<file path="src/rtl/fetch_pkg.sv">
// -----------------------------------------------------------------------------
// fetch_pkg
// Shared constants for the instruction-fetch stage: reset PC, bubble encoding,
// HALT opcode and the fetch FSM state encodings.
// Optional feature macro used by the fetch stage: FETCH_ALIGN_CHK_EN.
// -----------------------------------------------------------------------------
package fetch_pkg;

  localparam int          DATA_W    = 16;
  localparam logic [15:0] RESET_PC  = 16'h0000;
  localparam logic [15:0] NOP_INSTR = 16'h0800;
  localparam logic [4:0]  HALT_OPC  = 5'b00000;

  localparam logic [1:0] RUN   = 2'd0;
  localparam logic [1:0] DRAIN = 2'd1;
  localparam logic [1:0] HALT  = 2'd2;

  typedef enum logic [1:0] {
    ST_RUN   = RUN,
    ST_DRAIN = DRAIN,
    ST_HALT  = HALT
  } fetch_state_e;

  function automatic logic is_halt(input logic [DATA_W-1:0] word);
    return word[15:11] == HALT_OPC;
  endfunction

endpackage

</file>
<file path="src/rtl/fetch_if_if.sv">
// -----------------------------------------------------------------------------
// fetch_if_if
// Instruction-memory request/ready bus between the fetch stage and memory.
//   imem_req   fetch request (master -> slave)
//   imem_addr  fetch address (master -> slave)
//   imem_rdata instruction word, valid when imem_ready=1 (slave -> master)
//   imem_ready access completes this cycle (slave -> master)
// -----------------------------------------------------------------------------
interface fetch_if_if;

  logic        imem_req;
  logic [15:0] imem_addr;
  logic [15:0] imem_rdata;
  logic        imem_ready;

  modport master (
    output imem_req,
    output imem_addr,
    input  imem_rdata,
    input  imem_ready
  );

  modport slave (
    input  imem_req,
    input  imem_addr,
    output imem_rdata,
    output imem_ready
  );

endinterface

</file>
<file path="src/rtl/fetch_if_latch.sv">
// -----------------------------------------------------------------------------
// if_id_latch
// IF/ID pipeline register: {instr, curr_pc, new_addr, valid}.
//   clk, rst   clock, synchronous active-low reset
//   hold       keep the current contents (hazard stall)
//   flush      insert a bubble, overriding hold (redirect)
//   load       capture d_instr/d_pc as a valid instruction
//   d_instr    fetched word
//   d_pc       address of the fetched word
//   instr, curr_pc, new_addr, valid   registered IF/ID outputs
// With none of hold/flush/load asserted a bubble is inserted. A bubble only
// replaces instr/valid; curr_pc/new_addr keep their last values.
// -----------------------------------------------------------------------------
module if_id_latch
  import fetch_pkg::*;
(
  input  logic        clk,
  input  logic        rst,
  input  logic        hold,
  input  logic        flush,
  input  logic        load,
  input  logic [15:0] d_instr,
  input  logic [15:0] d_pc,
  output logic [15:0] instr,
  output logic [15:0] curr_pc,
  output logic [15:0] new_addr,
  output logic        valid
);

  logic [15:0] instr_p1;
  logic [15:0] pc_p1;
  logic [15:0] naddr_p1;
  logic        vld_p1;

  // ---- IF -> ID boundary ----
  always_ff @(posedge clk) begin
    if (!rst) begin
      instr_p1 <= NOP_INSTR;
      pc_p1    <= RESET_PC;
      naddr_p1 <= RESET_PC + 16'd2;
      vld_p1   <= 1'b0;
    end else if (flush) begin
      instr_p1 <= NOP_INSTR;
      vld_p1   <= 1'b0;
    end else if (hold) begin
      instr_p1 <= instr_p1;
      vld_p1   <= vld_p1;
    end else if (load) begin
      instr_p1 <= d_instr;
      pc_p1    <= d_pc;
      naddr_p1 <= d_pc + 16'd2;
      vld_p1   <= 1'b1;
    end else begin
      instr_p1 <= NOP_INSTR;
      vld_p1   <= 1'b0;
    end
  end

  assign instr    = instr_p1;
  assign curr_pc  = pc_p1;
  assign new_addr = naddr_p1;
  assign valid    = vld_p1;

endmodule

</file>
<file path="src/rtl/fetch_if.sv">
// -----------------------------------------------------------------------------
// fetch_if
// Instruction-fetch stage: owns the PC, fetches one 16-bit word per cycle
// through a request/ready handshake and feeds the IF/ID register. Handles
// hazard stalls, branch/jump redirects (draining an in-flight access when
// needed), memory wait states and HALT.
// Ports:
//   clk, rst            clock, synchronous active-low reset
//   stall               hold pc and IF/ID
//   redirect/redirect_pc taken branch/jump from decode
//   imem (master)       imem_req/imem_addr out, imem_rdata/imem_ready in
//   instr/currPC/new_addr/valid  registered IF/ID outputs
//   halted              fetch stopped by HALT
//   err                 sticky misaligned-fetch error
// Optional feature: define FETCH_ALIGN_CHK_EN to flag odd fetch addresses
// (err set, fetch halted). Without it addresses are forced even and err is 0.
// -----------------------------------------------------------------------------
module fetch_if
  import fetch_pkg::*;
(
  input  logic               clk,
  input  logic               rst,
  input  logic               stall,
  input  logic               redirect,
  input  logic [15:0]        redirect_pc,
  fetch_if_if.master         imem,
  output logic [15:0]        instr,
  output logic [15:0]        currPC,
  output logic [15:0]        new_addr,
  output logic               valid,
  output logic               halted,
  output logic               err
);

  fetch_state_e state_q, state_d;
  logic [15:0]  pc_q, pc_d;
  logic [15:0]  pend_q, pend_d;
  logic         halted_q;
  logic         req;
  logic         lat_hold, lat_flush, lat_load;

  function automatic logic [15:0] align_pc(input logic [15:0] a);
`ifdef FETCH_ALIGN_CHK_EN
    return a;
`else
    return {a[15:1], 1'b0};
`endif
  endfunction

`ifdef FETCH_ALIGN_CHK_EN
  logic misaligned;
  logic set_err;
  logic err_q;

  assign misaligned     = pc_q[0];
  assign req            = rst && ((state_q == ST_DRAIN) ||
                                  (state_q == ST_RUN && !misaligned));
  assign imem.imem_addr = pc_q;
  assign err            = err_q;
`else
  assign req            = rst && (state_q == ST_RUN || state_q == ST_DRAIN);
  assign imem.imem_addr = {pc_q[15:1], 1'b0};
  assign err            = 1'b0;
`endif

  assign imem.imem_req = req;

  // Next-state / IF/ID control. Priority: redirect > stall > memory.
  always_comb begin
    state_d   = state_q;
    pc_d      = pc_q;
    pend_d    = pend_q;
    lat_hold  = 1'b0;
    lat_flush = 1'b0;
    lat_load  = 1'b0;
`ifdef FETCH_ALIGN_CHK_EN
    set_err   = 1'b0;
`endif
    unique case (state_q)
      ST_RUN: begin
        if (redirect) begin
          lat_flush = 1'b1;
          // An access left hanging must finish before the new target is fetched.
          if (imem.imem_ready || !req) begin
            pc_d = align_pc(redirect_pc);
          end else begin
            pend_d  = align_pc(redirect_pc);
            state_d = ST_DRAIN;
          end
        end
`ifdef FETCH_ALIGN_CHK_EN
        else if (misaligned) begin
          set_err  = 1'b1;
          state_d  = ST_HALT;
          lat_hold = stall;
        end
`endif
        else if (stall) begin
          // Any word returned now is discarded; same pc re-fetched later.
          lat_hold = 1'b1;
        end else if (imem.imem_ready) begin
          lat_load = 1'b1;
          pc_d     = pc_q + 16'd2;
          if (is_halt(imem.imem_rdata)) state_d = ST_HALT;
        end
      end
      ST_DRAIN: begin
        if (redirect) begin
          lat_flush = 1'b1;
          if (imem.imem_ready) begin
            pc_d    = align_pc(redirect_pc);
            state_d = ST_RUN;
          end else begin
            pend_d = align_pc(redirect_pc);
          end
        end else begin
          lat_hold = stall;
          if (imem.imem_ready) begin
            pc_d    = pend_q;
            state_d = ST_RUN;
          end
        end
      end
      ST_HALT: begin
        if (redirect) begin
          lat_flush = 1'b1;
          pc_d      = align_pc(redirect_pc);
          state_d   = ST_RUN;
        end else begin
          lat_hold = stall;
        end
      end
      default: state_d = ST_RUN;
    endcase
  end

  // ---- PC / control registers ----
  always_ff @(posedge clk) begin
    if (!rst) begin
      state_q  <= ST_RUN;
      pc_q     <= RESET_PC;
      halted_q <= 1'b0;
    end else begin
      state_q  <= state_d;
      pc_q     <= pc_d;
      halted_q <= (state_d == ST_HALT);
    end
  end

  // pend_pc is only read in DRAIN, which is always entered with it written.
  always_ff @(posedge clk) begin
    pend_q <= pend_d;
  end

`ifdef FETCH_ALIGN_CHK_EN
  always_ff @(posedge clk) begin
    if (!rst)         err_q <= 1'b0;
    else if (set_err) err_q <= 1'b1;
  end
`endif

  assign halted = halted_q;

  if_id_latch u_if_id (
    .clk      (clk),
    .rst      (rst),
    .hold     (lat_hold),
    .flush    (lat_flush),
    .load     (lat_load),
    .d_instr  (imem.imem_rdata),
    .d_pc     (pc_q),
    .instr    (instr),
    .curr_pc  (currPC),
    .new_addr (new_addr),
    .valid    (valid)
  );

endmodule
</file>
<file path="src/flat_wrapper.sv">
// flat-port wrapper written by rule: the top's interface ports become plain ports
module fetch_if_flat import fetch_pkg::*;
  (clk, rst, stall, redirect, redirect_pc, instr, currPC, new_addr, valid, halted, err, imem_imem_req, imem_imem_addr, imem_imem_rdata, imem_imem_ready);
  fetch_if_if imem_i ();
  input  logic clk;
  input  logic rst;
  input  logic stall;
  input  logic redirect;
  input  logic [15:0] redirect_pc;
  output logic [15:0] instr;
  output logic [15:0] currPC;
  output logic [15:0] new_addr;
  output logic valid;
  output logic halted;
  output logic err;
  output wire logic [$bits(imem_i.imem_req)-1:0] imem_imem_req;
  output wire logic [$bits(imem_i.imem_addr)-1:0] imem_imem_addr;
  input wire logic [$bits(imem_i.imem_rdata)-1:0] imem_imem_rdata;
  input wire logic [$bits(imem_i.imem_ready)-1:0] imem_imem_ready;
  assign imem_imem_req = imem_i.imem_req;
  assign imem_imem_addr = imem_i.imem_addr;
  assign imem_i.imem_rdata = imem_imem_rdata;
  assign imem_i.imem_ready = imem_imem_ready;
  fetch_if u_core (.clk(clk), .rst(rst), .stall(stall), .redirect(redirect), .redirect_pc(redirect_pc), .imem(imem_i), .instr(instr), .currPC(currPC), .new_addr(new_addr), .valid(valid), .halted(halted), .err(err));
endmodule
</file>
<file path="config.mk">
export PLATFORM = sky130hd
export DESIGN_NAME = fetch_if_flat
export DESIGN_NICKNAME = d
export VERILOG_FILES = /design/src/rtl/fetch_pkg.sv /design/src/rtl/fetch_if_if.sv /design/src/rtl/fetch_if_latch.sv /design/src/rtl/fetch_if.sv /design/src/flat_wrapper.sv
export SDC_FILE = /design/constraint.sdc
export NUM_CORES = 1
export LEC_CHECK = 0
export ABC_CLOCK_PERIOD_IN_PS = 3600
export CORE_MARGIN = 3
export CORE_UTILIZATION = 40
export DETAILED_ROUTE_END_ITERATION = 10
export PLACE_DENSITY = 0.7
export SYNTH_ARGS = -nofsm -noshare
export SYNTH_HDL_FRONTEND = slang
export SYNTH_SLANG_ARGS = --single-unit
</file>
<file path="constraint.sdc">
create_clock -name clk -period 3.6 [get_ports clk]
set_clock_uncertainty 0.2 [all_clocks]
set_input_delay 0.72 -clock clk [delete_from_list [all_inputs] [get_ports clk]]
set_output_delay 0.72 -clock clk [all_outputs]
set_load 0.02 [all_outputs]
</file>
==> run_results.csv, run 1 <==
group,metric,value,unit
worst_setup_path,arrival,2.21,ns
cts,numCtsBuffers,9,
placed_design,pre_cts_slack,0.591,ns
synthesis,synthFlopType,"dfxtp_1",
floorplanning,core-area,0.00924,mm^2
cts,htreeDepth,3,
global_routing,grt_overflow,0,
synthesis,netlist_instances,425,
worst_setup_path,worstReg2RegStart,"u_core.state_q[1]",
routing,num_vias,3468,
power,p_leak,1.76,nW
worst_setup_path,path_class,"register to output port",
min_path,worstHoldEndpoint,"u_core.u_if_id.curr_pc[8]",
cells_and_area,antenna_cells,0,
synthesis,ys_ff_latch,80,
placed_design,io_buffers,99,
sta,drv_slew,0,
global_routing,grt_usage,18.7,%
placed_design,routabilityCongestion,0.859,
synthesis,synth.cell_area,0.00382,mm^2
cts,cts.sinks,80,
cts,path_clk_slew,0.09,ns
cts,clockBufferDepth,2,
synthesis,ys_seq_area_share,45.9,%
sta,finalSetupViolCount,0,
synthesis,synth-xor-area-share,2.75,%
routing,antenna_left,0,
worst_setup_path,rr_worst_depth,7,
worst_setup_path,end_kind,"output port",
cts,insertion_delay,0.35,ns
worst_setup_path,path_buf_inv,2,
synthesis,avgSynthCellArea,8.98,um^2
routing,drt-total-wl,10200,um
floorplanning,rows,35,
worst_setup_path,path_cells,"inv_1 > ha_1 > nor2_1 > nor2_1 > clkdlybuf4s50_1",
cells_and_area,drive_gt1_share,9.30,%
power,finalPower,2.06,mW
min_path,holdCritPathClass,"register to register",
sta,period_minus_slack,3.13,ns
worst_setup_path,r2r_slack,1.08,ns
routing,drt-vias-per-instance,5.38,
synthesis,async_flop_share,0,%
global_routing,antenna_found_initial,0,
routing,drt_pass1_iterations,4,
synthesis,synth_edf_count,15,
worst_setup_path,worstPathMaxFanout,15,
cts,cts_root_buffer,"clkbuf_8",
synthesis,synth-warning-count,0,
min_path,hp-start,"u_core.u_if_id.curr_pc[8]",
sta,relSlewSlack,54.9,%
worst_setup_path,start_kind,"register",
sta,clock.fmax,320,MHz
sta,rsz0062_at_grt,"no",
sta,tightest_slew,0.675,ns
worst_setup_path,crit_required,2.68,ns
worst_setup_path,worstReg2RegEnd,"u_core.pc_q[9]",
sta,finalCritPeriodShare,86.8,%
cells_and_area,layout.nets,553,
global_routing,grt_pass1_wl,16500,um
flow_run,drv_cap,0,
global_routing,grt_pass1_vias,3344,
synthesis,yosys.area_share.simple,19.0,%
worst_setup_path,critPathTopFamily,"buffers and inverters",
routing,drt_iter0_drc,148,
placed_design,dpl.hpwl,7310,um
sta,fin_setup_tns,0,ns
sta,hold_viol_final,0,
synthesis,synth_top_family_by_area,"compound AO/OA/AOI/OAI gates",
routing,wl_per_cell,15.8,um
worst_setup_path,crit_path_top_delay_cell,"clkdlybuf4s50_1",
synthesis,ys_types,63,
synthesis,yosysTopAreaCell,"dfxtp_1",
sta,fin_hold_ws,0.254,ns
cells_and_area,final_design_area_no_fill,0.00506,mm^2
floorplanning,start_util,41.3,%
cts,cts_tree,"done",
sta,worst_slack,0.474,ns
floorplanning,die_area,0.0108,mm^2
routing,drcViolationCount,0,
placed_design,placed_area,0.00484,mm^2
floorplanning,die_x,104,um
power,ir_drop,0.172,mV
power,p_per_area,408,mW/mm^2
synthesis,synth.most_common_cell,"dfxtp_1",
status,outcome,"finished clean",
synthesis,synth_compound_area_share,21.1,%
synthesis,synthAdderAreaFrac,1.64,%
cts,postCtsHoldBufs,0,
worst_setup_path,cp_common_cell,"nor2_1",
floorplanning,io_pins,105,
cells_and_area,syn_to_final_growth,32.6,%
cts,cts_resized,0,
synthesis,synth_common_cells,"dfxtp_1 (65), nand2_1 (59), a21oi_1 (38), nor2_1 (38), o21ai_0 (18)",
floorplanning,die_y,104,um
min_path,min_path_cells,2,
synthesis,yosysTopAreaCellShare,34.1,%
synthesis,synthTopCellsByArea,"dfxtp_1 (34%), edfxtp_1 (12%), nand2_1 (5.8%)",
cts,cts_setup_buffers,0,
worst_setup_path,cp_slowest_stage_delay,0.63,ns
synthesis,muxShareOfSynthArea,2.79,%
global_routing,grt_max_degree,31,
==> power breakdown <==
part | internal, mW | switching, mW
sequential | 0.947 | 0.0475
clock | 0.372 | 0.358
combinational | 0.156 | 0.183
total | 1.47 | 0.588
==> cells by family after synthesis <==
kind of cell               after synthesis
muxes                                   10
adders and majority gates                5
xor gates and xnor gates                12
buffers and inverters                   47
other                                    1
and+or+nand+nor                        148
AOI/OAI and AO/OA                      122
DFF                                     80
==> worst min-delay path, cell delays in order (launching register included) <==
cell,delay (ns)
dfxtp_1,0.32
nand2_1,0.05
a21oi_1,0.05
==> cell type report <==
| class | count | area [um^2] |
|---|---|---|
| Multi-Input combinational cell | 301 | 1830 |
| Timing Repair Buffer | 109 | 1070 |
| Clock buffer | 10 | 149 |
| Inverter | 10 | 37.5 |
| Sequential cell | 80 | 1750 |
| Clock inverter | 6 | 70.1 |
| Fill cell | 873 | 4180 |
| Tap cell | 129 | 161 |
==> registers in the layout, summed over array words and instances (netlist names) <==
| name | count |
|---|---|
| u_core.u_if_id.instr | 16 |
| u_core.pc_q | 15 |
| u_core.pend_q | 15 |
| u_core.u_if_id.curr_pc | 15 |
| u_core.u_if_id.new_addr | 15 |
| u_core.state_q | 2 |
| u_core.halted | 1 |
| u_core.u_if_id.valid | 1 |
==> routing by layer <==
metal / track usage (%) / share of wire, %
met1: 23.6 / 44
met5: 0 / 0
met2: 30.5 / 47
met4: 5.98 / 1.9
met3: 5.98 / 7.3
==> layout by cell type, fill, tap and decap left out, types with 7 or more instances in the layout <==
cell	n
nand3_1	7
dfxtp_1	65
buf_4	10
a21oi_1	38
a211oi_1	7
inv_1	7
nor3_1	11
clkdlybuf4s50_1	99
xnor2_1	8
clkbuf_8	9
a22oi_1	17
nand2_1	59
o21ai_0	18
nor2_1	38
edfxtp_1	15
==> worst max path at each step <==
stage,end,from,slack [ns],depth (start not counted)
6_report,imem_imem_req,u_core.state_q[1],0.47,5
5_1_grt,imem_imem_req,u_core.state_q[1],0.25,5
4_1_cts,imem_imem_req,u_core.state_q[1],0.47,5
3_5_place_dp,u_core.pc_q[9],redirect,0.59,7
3_3_place_gp,u_core.pc_q[15],redirect,0.63,7
2_1_floorplan,u_core.pend_q[10],rst,0.74,4
==> through the flow <==
step	instances	util (%)
2_1_floorplan	428	-
3_3_place_gp	629	52.4
3_5_place_dp	629	52.4
4_1_cts	645	54.8
5_1_grt	645	54.8
6_report	645	54.8
Power figures use the tool's default switching activity.
==> run 2: changes to the inputs <==
--- a/config.mk
+++ b/config.mk
@@ -8,6 +8,7 @@
 export ABC_CLOCK_PERIOD_IN_PS = 3600
 export CORE_MARGIN = 3
 export CORE_UTILIZATION = 40
+export CTS_CLUSTER_SIZE = 24
 export DETAILED_ROUTE_END_ITERATION = 10
 export PLACE_DENSITY = 0.7
 export SYNTH_ARGS = -nofsm -noshare
==> results of run 2 <==
The final DEF is identical to that of run 1; final timing and power are the same.
==> run 3: changes to the inputs <==
--- a/config.mk
+++ b/config.mk
@@ -5,12 +5,12 @@
 export SDC_FILE = /design/constraint.sdc
 export NUM_CORES = 1
 export LEC_CHECK = 0
-export ABC_CLOCK_PERIOD_IN_PS = 3600
 export CORE_MARGIN = 3
 export CORE_UTILIZATION = 40
 export CTS_CLUSTER_SIZE = 24
 export DETAILED_ROUTE_END_ITERATION = 10
 export PLACE_DENSITY = 0.7
+export SKIP_LAST_GASP = 1
 export SYNTH_ARGS = -nofsm -noshare
 export SYNTH_HDL_FRONTEND = slang
 export SYNTH_SLANG_ARGS = --single-unit
==> results of run 3 <==
The final DEF is identical to that of run 1; final timing and power are the same.
